`src/rtl/enemy_spawn_scheduler.sv`:
```
// Per-game-tick sequencer: spawns enemies into free slots, strobes move/damage
// to all slots and grants one enemy attack per tick by round-robin arbitration.
module enemy_spawn_scheduler #(
    parameter int SPAWN_PERIOD = 8,
    parameter int MIN_PERIOD   = 2,
    parameter int WAVE_SIZE    = 4
) (
    input  logic        clk,
    input  logic        reset,
    input  logic        game_tick,
    input  logic        enable,
    input  logic [3:0]  slot_alive,
    input  logic [31:0] slot_damage,
    output logic [3:0]  spawn_req,
    output logic        move_scen,
    output logic        damage_scen,
    output logic        attack_valid,
    output logic [1:0]  attack_slot,
    output logic [7:0]  attack_dmg,
    output logic [7:0]  wave_num,
    output logic        busy,
    output logic        overrun
);

    localparam logic [2:0] IDLE   = 3'd0;
    localparam logic [2:0] SPAWN  = 3'd1;
    localparam logic [2:0] MOVE   = 3'd2;
    localparam logic [2:0] DAMAGE = 3'd3;
    localparam logic [2:0] ATTACK = 3'd4;

    localparam logic [7:0] PERIOD_INIT = 8'(SPAWN_PERIOD);
    localparam logic [7:0] PERIOD_MIN  = 8'(MIN_PERIOD);
    localparam logic [2:0] WAVE_LAST   = 3'(WAVE_SIZE);

    logic [2:0] state;
    logic [7:0] cnt;
    logic [7:0] per;
    logic [2:0] spawn_cnt;
    logic [1:0] rr;
    logic       accept;

    logic       free_found;
    logic [1:0] free_idx;
    logic [3:0] cand;
    logic       win_found;
    logic [1:0] win_idx;
    logic [1:0] probe;
    logic [7:0] win_dmg;

    assign accept = (state == IDLE) && game_tick && enable;
    assign busy   = (state != IDLE);

    // Lowest-index free slot; the downward scan lets the lowest index win.
    // NOTE: every always_comb output gets a default first so no path leaves it
    // unassigned, which would otherwise infer a latch.
    always_comb begin
        free_found = 1'b0;
        free_idx   = 2'd0;
        for (int i = 3; i >= 0; i--) begin
            if (!slot_alive[i]) begin
                free_found = 1'b1;
                free_idx   = 2'(i);
            end
        end
    end

    always_comb begin
        cand = 4'b0000;
        for (int i = 0; i < 4; i++) begin
            cand[i] = slot_alive[i] && (slot_damage[8*i +: 8] != 8'd0);
        end
    end

    // Round-robin search from rr upward; scanning offsets high-to-low leaves
    // the nearest candidate to rr as the final assignment.
    always_comb begin
        win_found = 1'b0;
        win_idx   = rr;
        probe     = rr;
        for (int k = 3; k >= 0; k--) begin
            probe = rr + 2'(k);
            if (cand[probe]) begin
                win_found = 1'b1;
                win_idx   = probe;
            end
        end
    end

    assign win_dmg = slot_damage[{win_idx, 3'b000} +: 8];

    // Sequence FSM: IDLE waits for an accepted tick, every other state is one cycle.
    // NOTE: sequential state uses non-blocking assignments so every register
    // samples pre-edge values, independent of statement order.
    always_ff @(posedge clk or posedge reset) begin
        if (reset) begin
            state <= IDLE;
        end else begin
            case (state)
                IDLE:    if (accept) state <= SPAWN;
                SPAWN:   state <= MOVE;
                MOVE:    state <= DAMAGE;
                DAMAGE:  state <= ATTACK;
                ATTACK:  state <= IDLE;
                default: state <= IDLE;
            endcase
        end
    end

    // Any tick that lands on a busy sequencer is lost; remember it until reset.
    always_ff @(posedge clk or posedge reset) begin
        if (reset) begin
            overrun <= 1'b0;
        end else if (game_tick && (state != IDLE)) begin
            overrun <= 1'b1;
        end
    end

    // Spawn pacing and wave progression, evaluated once per accepted tick.
    always_ff @(posedge clk or posedge reset) begin
        if (reset) begin
            cnt       <= PERIOD_INIT;
            per       <= PERIOD_INIT;
            spawn_cnt <= 3'd0;
            wave_num  <= 8'd0;
            spawn_req <= 4'b0000;
        end else begin
            spawn_req <= 4'b0000;
            if (accept) begin
                if (cnt <= 8'd1) begin
                    if (free_found) begin
                        spawn_req <= 4'b0001 << free_idx;
                        cnt       <= per;
                        if (spawn_cnt + 3'd1 == WAVE_LAST) begin
                            spawn_cnt <= 3'd0;
                            if (wave_num != 8'hFF) wave_num <= wave_num + 8'd1;
                            if (per > PERIOD_MIN)  per      <= per - 8'd1;
                        end else begin
                            spawn_cnt <= spawn_cnt + 3'd1;
                        end
                    end else begin
                        // Parking at zero keeps the spawn due for the next tick.
                        cnt <= 8'd0;
                    end
                end else begin
                    cnt <= cnt - 8'd1;
                end
            end
        end
    end

    always_ff @(posedge clk or posedge reset) begin
        if (reset) begin
            move_scen   <= 1'b0;
            damage_scen <= 1'b0;
        end else begin
            move_scen   <= (state == SPAWN);
            damage_scen <= (state == MOVE);
        end
    end

    // Attack grant is sampled on the edge leaving DAMAGE and shown during ATTACK.
    always_ff @(posedge clk or posedge reset) begin
        if (reset) begin
            attack_valid <= 1'b0;
            attack_slot  <= 2'd0;
            attack_dmg   <= 8'd0;
            rr           <= 2'd0;
        end else begin
            attack_valid <= 1'b0;
            attack_slot  <= 2'd0;
            attack_dmg   <= 8'd0;
            if ((state == DAMAGE) && win_found) begin
                attack_valid <= 1'b1;
                attack_slot  <= win_idx;
                attack_dmg   <= win_dmg;
                rr           <= win_idx + 2'd1;
            end
        end
    end

endmodule

```
`config.mk`:
```
export PLATFORM = sky130hd
export DESIGN_NAME = enemy_spawn_scheduler
export DESIGN_NICKNAME = d
export VERILOG_FILES = /design/src/rtl/enemy_spawn_scheduler.sv
export SDC_FILE = /design/constraint.sdc
export NUM_CORES = 1
export LEC_CHECK = 0
export BUFFER_PORTS_ARGS = -buffer_cell sky130_fd_sc_hd__buf_4
export CAP_MARGIN = 25
export CORE_MARGIN = 1
export CORE_UTILIZATION = 41
export CTS_BUF_LIST = sky130_fd_sc_hd__clkbuf_4 sky130_fd_sc_hd__clkbuf_8
export DETAILED_ROUTE_END_ITERATION = 12
export PLACE_DENSITY = 0.67
export SYNTH_ARGS = -nofsm -noshare
export SYNTH_HDL_FRONTEND = slang
export SYNTH_SLANG_ARGS = --single-unit
```
`constraint.sdc`:
```
create_clock -name clk -period 2.7 [get_ports clk]
set_clock_uncertainty 0.1 [all_clocks]
set_input_delay 0.54 -clock clk [delete_from_list [all_inputs] [get_ports clk]]
set_output_delay 0.54 -clock clk [all_outputs]
set_load 0.005 [all_outputs]
```
==> impl_metrics.env, run 1 <==
export IMPL_dpl_hpwl_um=4613
export IMPL_design_core_area_um2=5991
export IMPL_postRouteAntennaNets=0
export IMPL_clk_insertion_delay_late_ps=310
export IMPL_timing_worst_setup_path_type="in -> reg"
export IMPL_grt_usage_pct=19.20
export IMPL_remaining_drc_errors=0
export IMPL_final_layout_size_suffix_gt1_share_pct=29.47
export IMPL_floorplan_initialDensity_pct=42.79
export IMPL_timing_max_slew_rel_slack_pct=60.62
export IMPL_io_buffers=66
export IMPL_synthArstFlopShare_pct=100.0
export IMPL_route_final_wire_length_um=5921
export IMPL_synth_seq_area_share_pct=48.90
export IMPL_finalWorstPathRequiredPeriod_ps=2512
export IMPL_final_critical_path_setup_slack_ps=187.6
export IMPL_pre_cts_ws_ps=-145.7
export IMPL_finish_net_count=366
export IMPL_post_synth_num_cell_types=51
export IMPL_synth_largest_type_area_fraction_pct=46.85
export IMPL_crit_path_top_delay_cell="or4_1"
export IMPL_postSynthAreaPerCell_um2=10.55
export IMPL_power_per_cell_area_nw_per_um2=766.7
export IMPL_min_delay_path_class="in -> async"
export IMPL_critPathArrivalTime_ps=2640
export IMPL_wire_length_per_cell_after_detailed_routing_um=15.03
export IMPL_placement_rows=28
export IMPL_synth_enable_flop_cells=0
export IMPL_seqPwrFrac_pct=40.9
export IMPL_timing_critical_path_from_type="primary input"
export IMPL_synth_flop_cell="dfrtp_1"
export IMPL_antenna_diodes=0
export IMPL_critPathMostFrequentCell="buf_4"
export IMPL_critical_path_endpoint_type="flip-flop"
export IMPL_cp_data_required_time_ps=2830
export IMPL_clock_path_buffers=2
export IMPL_power_internal_mw=1.652
export IMPL_multi_input_area_um2=1202
export IMPL_dieArea_um2=6573
export IMPL_synth_area_leader_cell="dfrtp_1"
export IMPL_synth_cell_count_leaders="48 x dfrtp_1, 16 x mux2i_1, 16 x nor2_1"
export IMPL_cts_post_setup_buffers_inserted=0
export IMPL_die_x_um=81.08
export IMPL_synth_area_top_cells="dfrtp_1 47%, mux2i_1 6.2%, xnor2_1 4.1%"
export IMPL_critical_path_max_fanout=8
export IMPL_htree_num_levels=2
export IMPL_timing_hold_violations_final=0
export IMPL_critical_path_top_delay_family="compound AO/OA/AOI/OAI gates"
export IMPL_grt_pass1_vias=2123
export IMPL_grt_first_pass_wirelength_um=9480
export IMPL_clk_root_buffer_cell="clkbuf_8"
export IMPL_critical_path_max_stage_delay_ps=560
export IMPL_netlist_area_um2=2564
export IMPL_grt_setup_unrepaired="false"
export IMPL_dieHeight_um=81.08
export IMPL_ys_seq_elements=50
export IMPL_crit_path_cell_trace="buf_4 -> or4_1 -> o21ai_1 -> nor2_1 -> o41ai_1 -> buf_4 -> nand2_1 -> o22ai_1"
export IMPL_drc_marker_count_from_the_first_detailed_route_iteration=119
export IMPL_place_gp_congestion=0.7998
export IMPL_vdd_drop_max_mv=0.4157
export IMPL_cells_after_dpl=386
export IMPL_final_clock_period_utilization_by_the_worst_path_pct=93.05
export IMPL_fin_cells=394
export IMPL_cts_tree="done"
export IMPL_grt_overflow_total=0
export IMPL_clock_sinks=50
export IMPL_final_seq_area_um2=1254
export IMPL_power_switching_share_pct=34.83
export IMPL_postCtsHoldBufs=0
export IMPL_switchingPower_uw=883.1
export IMPL_syn2layout_area_growth_pct=28.99
export IMPL_post_syn_nets=291
export IMPL_syn_inst=243
export IMPL_synth_warnings=0
export IMPL_timing_final_max_slew_violations=0
export IMPL_synth_most_common_cell="dfrtp_1"
export IMPL_num_fill_cells=544
export IMPL_drt_pass1_iterations=4
export IMPL_setup_violations_final=0
export IMPL_max_freq_mhz=398.0
export IMPL_path_buf_inv=2
export IMPL_cts_repair_resize_count=0
export IMPL_vias=2160
export IMPL_number_of_buffers_created_by_cts=5
export IMPL_power_share_clock_pct=21.6
export IMPL_p_total_mw=2.535
export IMPL_outcome="completed"
export IMPL_top_level_pins=67
export IMPL_tightest_slew_ps=585.5
export IMPL_grt_start_max_net_pins=25
export IMPL_clk_pin_slew_worst_paths_ps=100
export IMPL_max_cap_violations=0
export IMPL_leakagePower_nw=1.615
export IMPL_pwr_share_comb_pct=37.5
export IMPL_antenna_found_initial=0
export IMPL_routed_via_density=5.482
-- through the flow --
step	hold WS [ps]	TNS [ps]	utilization [%]	instance area, µm²
finish	155.9	0	55.20	3307
global route	194.3	0	55.20	3307
CTS	166.1	0	55.20	3307
detailed placement	375.7	-968.3	53.24	3189
global placement	343.0	-338.0	53.24	3189
floorplan	349.4	0	-	2564
-- final timing paths --
kind                            startpoint       endpoint  slack, ps  cells after the start
setup / recovery           slot_damage[17]  attack_dmg[6]        190                      8
hold / removal                       reset        overrun        160                      2
setup reg to reg                    cnt[2]    wave_num[1]        220                      5
hold reg to reg                    overrun        overrun        400                      1
max in group asynchronous            reset         cnt[3]       1630                      3
min in group clk             slot_alive[3]   spawn_req[3]        310                      2
-- layout by cell type, fill, tap and decap left out, drive strengths merged, types with 2 or more instances in the layout --
cell type and n:
buf 77, dfrtp 48, nor2 16, mux2i 16, nand2 14, inv 14, nor3 12, xnor2 12
o21ai 12, a21oi 8, o22ai 8, ha 8, nand4 6, nor4 6, nand3 5, clkbuf 5
and3 5, or4 5, nor3b 4, a21boi 4, a32oi 3, xor2 3, and2 3, o221ai 2
a311o 2, o31ai 2, a21o 2, dfstp 2
-- registers in the layout (all words and copies together), names as in the netlist --
name,cells
spawn_req,4
attack_valid,1
spawn_cnt,3
state,3
move_scen,1
wave_num,8
attack_slot,2
damage_scen,1
per,8
overrun,1
rr,2
cnt,8
attack_dmg,8
-- power by group through the flow --
stage	combinational, mW	sequential [mW]	clock (mW)
2_1_floorplan	0.633	1.02	0
3_3_place_gp	0.923	1.04	0
3_5_place_dp	0.948	1.05	0
4_1_cts	0.956	1.04	0.566
5_1_grt	1.05	1.06	0.592
6_report	0.950	1.04	0.548
-- layer usage --
metal | GRT usage, % | routed length [µm] | vias to the layer above
met2 | 34.37 | 2977 | 84
met4 | 6.429 | 106 | 0
met5 | 0 | 0 | -
li1 | - | - | 1038
met3 | 5.169 | 395 | 12
met1 | 21.96 | 2442 | 1026
-- cell type report --
class	count	share of cell area, %
sequential	50	37.91
multi-input combinational	171	36.36
timing repair buffer	77	17.86
tap	75	2.838
clock buffer	5	2.081
clock inverter	3	1.476
inverter	13	1.476
-- cell families (layout without fill, tap and decap cells) --
kind of cell / count (synthesis) / after routing / synth area share, %
AO/OA/AOI/OAI: 52 / 52 / 13.71
multiplexers: 17 / 17 / 6.686
buffers and inverters: 22 / 98 / 4.343
adder cells (fa/ha/maj): 8 / 8 / 3.904
flip-flops: 50 / 50 / 48.90
XOR/XNOR: 15 / 15 / 5.418
AND/OR/NAND/NOR: 79 / 79 / 17.03
(Power assumes the default switching activity.)
==> run 2, diff against run 1 <==
--- a/config.mk
+++ b/config.mk
@@ -8,10 +8,10 @@
 export BUFFER_PORTS_ARGS = -buffer_cell sky130_fd_sc_hd__buf_4
 export CAP_MARGIN = 25
 export CORE_MARGIN = 1
-export CORE_UTILIZATION = 41
+export CORE_UTILIZATION = 49
 export CTS_BUF_LIST = sky130_fd_sc_hd__clkbuf_4 sky130_fd_sc_hd__clkbuf_8
 export DETAILED_ROUTE_END_ITERATION = 12
-export PLACE_DENSITY = 0.67
+export PLACE_DENSITY = 0.78
 export SYNTH_ARGS = -nofsm -noshare
 export SYNTH_HDL_FRONTEND = slang
 export SYNTH_SLANG_ARGS = --single-unit
==> run 2 against run 1 <==
  * Global-route usage increased by 4.2 points
  * Sequential power about the same
  * Register-to-register slack got worse by 60 ps
  * First-iteration DRC count increased by 62%
  * Power increased by 2.6%
  * Via count increased by 1.8%
  * Non-clock buffer count unchanged
  * Sequential share of layout area about the same
  * Worst setup slack got worse by 30 ps
  * Maximum frequency decreased by 1.2%
  * Flip-flop and latch count unchanged
  * Critical path type is now reg -> reg
  * Largest cell class unchanged
==> impl_metrics.env, run 2 (synthesized netlist as in run 1, its figures left out) <==
export IMPL_timing_hold_ws_ps=298.3
export IMPL_power_switching_share_pct=33.53
export IMPL_clock_sinks=50
export IMPL_num_fill_cells=398
export IMPL_grt_first_pass_wirelength_um=9708
export IMPL_design_core_area_um2=4880
export IMPL_path_buf_inv=0
export IMPL_grt_pass1_vias=2111
export IMPL_grt_setup_unrepaired="false"
export IMPL_timing_max_slew_rel_slack_pct=58.50
export IMPL_dieHeight_um=74.33
export IMPL_worstRegToRegCells=5
export IMPL_critical_path_top_delay_family="simple AND/OR/NAND/NOR gates"
export IMPL_final_clock_period_utilization_by_the_worst_path_pct=94.15
export IMPL_min_delay_path_class="in -> async"
export IMPL_final_critical_path_setup_slack_ps=157.9
export IMPL_top_level_pins=67
export IMPL_outcome="completed"
export IMPL_leakagePower_nw=1.622
export IMPL_power_per_cell_area_nw_per_um2=787.0
export IMPL_remaining_drc_errors=0
export IMPL_setup_violations_final=0
export IMPL_tightest_slew_ps=622.5
export IMPL_cts_repair_resize_count=0
export IMPL_cts_tree="done"
export IMPL_critical_path_max_fanout=8
export IMPL_routed_via_density=5.694
export IMPL_power_internal_mw=1.729
export IMPL_dieArea_um2=5525
export IMPL_dpl_hpwl_um=4418
export IMPL_critPathMostFrequentCell="and3_1"
export IMPL_grt_start_max_net_pins=51
export IMPL_finalWorstPathRequiredPeriod_ps=2542
export IMPL_max_freq_mhz=393.4
export IMPL_power_share_clock_pct=23.8
export IMPL_timing_final_max_slew_violations=0
export IMPL_placement_rows=25
export IMPL_crit_path_cell_trace="or4_4 -> nor4_4 -> and3_1 -> and3_1 -> mux2_1"
export IMPL_place_gp_congestion=0.8819
export IMPL_pre_cts_ws_ps=-56.09
export IMPL_io_buffers=66
export IMPL_route_final_wire_length_um=5840
export IMPL_grt_usage_pct=23.36
export IMPL_final_layout_size_suffix_gt1_share_pct=29.47
export IMPL_critPathArrivalTime_ps=2620
export IMPL_layout_cells_most_common="buf_4"
export IMPL_postCtsHoldBufs=0
export IMPL_cts_post_setup_buffers_inserted=0
export IMPL_finish_net_count=366
export IMPL_htree_num_levels=2
export IMPL_critical_path_max_stage_delay_ps=600
export IMPL_post_route_cell_area_um2=3304
export IMPL_clock_path_buffers=2
export IMPL_fin_cells=386
export IMPL_drt_pass1_iterations=4
export IMPL_switchingPower_uw=871.9
export IMPL_crit_path_top_delay_cell="or4_4"
export IMPL_pwr_share_comb_pct=36.3
export IMPL_timing_critical_path_from_type="flip-flop"
export IMPL_setup_reg_to_reg_worst_slack_ps=160
export IMPL_drc_marker_count_from_the_first_detailed_route_iteration=193
export IMPL_cp_data_required_time_ps=2780
export IMPL_layout_common_cells="77 x buf_4, 48 x dfrtp_1, 16 x nor2_1, 16 x mux2i_1, 14 x nand2_1"
export IMPL_clk_pin_slew_worst_paths_ps=90
export IMPL_grt_overflow_total=0
export IMPL_seqPwrFrac_pct=39.9
export IMPL_timing_worst_setup_path_type="reg -> reg"
export IMPL_antenna_diodes=0
export IMPL_dpl_instance_area_um2=3167
export IMPL_critical_path_cell_count=5
export IMPL_wire_length_per_cell_after_detailed_routing_um=15.13
export IMPL_timing_hold_violations_final=0
export IMPL_die_x_um=74.33
export IMPL_syn2layout_area_growth_pct=28.89
export IMPL_postRouteAntennaNets=0
export IMPL_cells_after_dpl=378
export IMPL_clk_insertion_delay_late_ps=300
export IMPL_antenna_found_initial=0
export IMPL_p_total_mw=2.600
export IMPL_vdd_drop_max_mv=0.2967
export IMPL_max_cap_violations=0
export IMPL_critical_path_endpoint_type="flip-flop"
export IMPL_number_of_buffers_created_by_cts=5
export IMPL_vias=2198
export IMPL_floorplan_initialDensity_pct=52.54
export IMPL_clk_root_buffer_cell="clkbuf_8"
run 2: power groups by stage:
stage                     clock network, mW  registers [mW]  logic (mW)
final                                 0.618            1.04       0.944
after global routing                  0.666            1.06        1.04
after detailed placement                  0            1.05       0.934
after floorplan                           0            1.02       0.633
after CTS                             0.629            1.04       0.943
after global placement                    0            1.05       0.900
run 2: worst paths after layout:
path	startpoint	end
max	cnt[2]	wave_num[1]
min	reset	attack_dmg[3]
max reg2reg	cnt[2]	wave_num[1]
min reg2reg	overrun	overrun
max in group asynchronous	reset	cnt[6]
min in group clk	slot_alive[3]	spawn_req[3]
run 2: layout make-up:
cell class	instances	area, µm²	share of cell area [%]
Clock buffer	5	68.82	2.083
Clock inverter	3	68.82	2.083
Inverter	13	48.80	1.477
Multi-Input combinational cell	171	1202	36.39
Sequential cell	50	1254	37.94
Tap cell	67	83.83	2.537
Timing Repair Buffer	77	578.1	17.49
run 2: worst min-delay path, cell delays in order:
cell   delay (ps)
buf_4         110
inv_2          30
buf_4         500
run 2: metrics by stage:
| step | util, % | setup TNS (ps) |
|---|---|---|
| after global placement | 64.90 | -15.99 |
| after global routing | 67.72 | 0 |
| final | 67.72 | 0 |
| after CTS | 67.72 | 0 |
| after detailed placement | 64.90 | -250.9 |
| after floorplan | - | 0 |
run 2: layer usage:
| metal | vias up | track usage (%) | wire length, µm |
|---|---|---|---|
| met1 | 1076 | 29.88 | 2499 |
| li1 | 1042 | - | - |
| met4 | 0 | 7.966 | 85 |
| met5 | - | 0 | 0 |
| met3 | 10 | 6.098 | 310 |
| met2 | 70 | 38.69 | 2946 |
==> run 3, diff against run 2 <==
--- a/config.mk
+++ b/config.mk
@@ -8,10 +8,9 @@
 export BUFFER_PORTS_ARGS = -buffer_cell sky130_fd_sc_hd__buf_4
 export CAP_MARGIN = 25
 export CORE_MARGIN = 1
-export CORE_UTILIZATION = 49
+export CORE_UTILIZATION = 28
 export CTS_BUF_LIST = sky130_fd_sc_hd__clkbuf_4 sky130_fd_sc_hd__clkbuf_8
 export DETAILED_ROUTE_END_ITERATION = 12
-export PLACE_DENSITY = 0.78
 export SYNTH_ARGS = -nofsm -noshare
 export SYNTH_HDL_FRONTEND = slang
 export SYNTH_SLANG_ARGS = --single-unit
==> run 3 against run 2 <==
  * The flow now finishes with violations (design-rule violations)
  * Clock power shrank 14%
  * Worst setup slack gained 40 ps
  * Worst hold slack lost 26 ps
  * Largest cell class unchanged
==> impl_metrics.env, run 3 (synthesized netlist as in run 1, its figures left out) <==
export IMPL_grt_pass1_vias=2125
export IMPL_timing_critical_path_from_type="primary input"
export IMPL_critical_path_max_fanout=12
export IMPL_clk_insertion_delay_late_ps=310
export IMPL_leakagePower_nw=1.642
export IMPL_path_buf_inv=3
export IMPL_route_final_wire_length_um=6012
export IMPL_vdd_drop_max_mv=0.2463
export IMPL_place_gp_congestion=0.8354
export IMPL_critPathArrivalTime_ps=2580
export IMPL_dieArea_um2=9542
export IMPL_timing_hold_ws_ps=272.1
export IMPL_critical_path_endpoint_type="flip-flop"
export IMPL_power_per_cell_area_nw_per_um2=743.8
export IMPL_cts_repair_resize_count=0
export IMPL_placement_rows=34
export IMPL_drt_pass1_iterations=8
export IMPL_cp_data_required_time_ps=2780
export IMPL_cts_post_setup_buffers_inserted=0
export IMPL_wire_length_per_cell_after_detailed_routing_um=13.88
export IMPL_max_cap_violations=0
export IMPL_grt_usage_pct=13.28
export IMPL_postCtsHoldBufs=0
export IMPL_p_total_mw=2.511
export IMPL_final_clock_period_utilization_by_the_worst_path_pct=92.68
export IMPL_critical_path_max_stage_delay_ps=560
export IMPL_clk_pin_slew_worst_paths_ps=90
export IMPL_postRouteAntennaNets=0
export IMPL_crit_path_top_delay_cell="or4_1"
export IMPL_tightest_slew_ps=651.8
export IMPL_layout_cells_most_common="buf_4"
export IMPL_min_delay_path_class="in -> async"
export IMPL_cts_tree="done"
export IMPL_final_critical_path_setup_slack_ps=197.8
export IMPL_crit_start="slot_damage[4]"
export IMPL_num_fill_cells=877
export IMPL_htree_num_levels=2
export IMPL_design_core_area_um2=8806
export IMPL_critPathMostFrequentCell="buf_4"
export IMPL_pre_cts_ws_ps=-83.73
export IMPL_number_of_buffers_created_by_cts=5
export IMPL_antenna_found_initial=0
export IMPL_rr_startpoint="cnt[2]"
export IMPL_remaining_drc_errors=6
export IMPL_fin_util_pct=38.33
export IMPL_floorplan_initialDensity_pct=29.11
export IMPL_grt_setup_unrepaired="false"
export IMPL_top_level_pins=67
export IMPL_timing_final_max_slew_violations=0
export IMPL_outcome="complete, but fails checks"
export IMPL_clock_sinks=50
export IMPL_finalWorstPathRequiredPeriod_ps=2502
export IMPL_timing_worst_setup_path_type="in -> reg"
export IMPL_drc_marker_count_from_the_first_detailed_route_iteration=85
export IMPL_dieHeight_um=97.69
export IMPL_grt_first_pass_wirelength_um=10180
export IMPL_setup_violations_final=0
export IMPL_grt_overflow_total=0
export IMPL_max_freq_mhz=399.6
export IMPL_timing_hold_violations_final=0
export IMPL_grt_start_max_net_pins=51
export IMPL_critical_path_top_delay_family="compound AO/OA/AOI/OAI gates"
export IMPL_layout_common_cells="83 x buf_4, 48 x dfrtp_1, 16 x nor2_1, 16 x mux2i_1, 14 x nand2_1"
export IMPL_clock_path_buffers=2
export IMPL_syn2layout_area_growth_pct=31.67
export IMPL_final_layout_size_suffix_gt1_share_pct=30.77
export IMPL_routed_via_density=5.009
export IMPL_crit_path_cell_trace="buf_4 -> or4_1 -> o21ai_1 -> buf_4 -> a311o_1 -> a21boi_2 -> buf_4 -> mux2i_1 -> o22ai_1"
export IMPL_die_x_um=97.69
export IMPL_finish_net_count=372
export IMPL_clk_root_buffer_cell="clkbuf_8"
export IMPL_failed_checks="design-rule violations"
export IMPL_dpl_hpwl_um=4744
export IMPL_io_buffers=66
export IMPL_vias=2169
export IMPL_antenna_diodes=0
export IMPL_timing_max_slew_rel_slack_pct=56.16
-- run 3: path summary, 6_finish.rpt --
check,slack [ps],end,cells after the start
max,200,attack_dmg[3],9
min,270,move_scen,3
max reg2reg,230,wave_num[1],5
min reg2reg,360,overrun,1
max in group asynchronous,1780,spawn_cnt[1],3
min in group clk,330,spawn_req[1],2
-- run 3: stage by stage --
| stage | area (µm²) | setup TNS, ps | cells |
|---|---|---|---|
| final | 3376 | 0 | 433 |
| after detailed placement | 3263 | -492.4 | 425 |
| after global placement | 3263 | -30.97 | 425 |
| after floorplan | 2564 | 0 | 243 |
| after global routing | 3376 | 0 | 433 |
| after CTS | 3376 | 0 | 433 |
-- run 3: per-layer routing --
metal  track usage [%]  vias up  part of all wire (%)
li1                  -     1049                     -
met1             16.64     1040                    45
met2             21.99       71                    49
met3             3.453        9                   5.3
met4             4.779        0                   1.6
met5                 0        -                     0
-- run 3: worst reg2reg max path, stage by stage, from the launching register on --
cell and delay (ps):
dfrtp_1 450, or4_4 590, nor4_4 240, and3_1 280, and3_1 360, mux2_1 350
-- run 3: power by group --
part / internal, mW / switching [mW]
logic: 0.462 / 0.481
clock network: 0.278 / 0.255
registers: 0.905 / 0.130
-- run 3: cell type report --
cell class,count,area [µm²],area share [%]
clock buffers,5,68.82,2.039
clock inverters,3,43.79,1.297
inverters,13,48.80,1.446
multi-input cells,171,1202,35.62
flip-flops and latches,50,1254,37.14
well taps,108,135.1,4.003
repair buffers,83,623.1,18.46
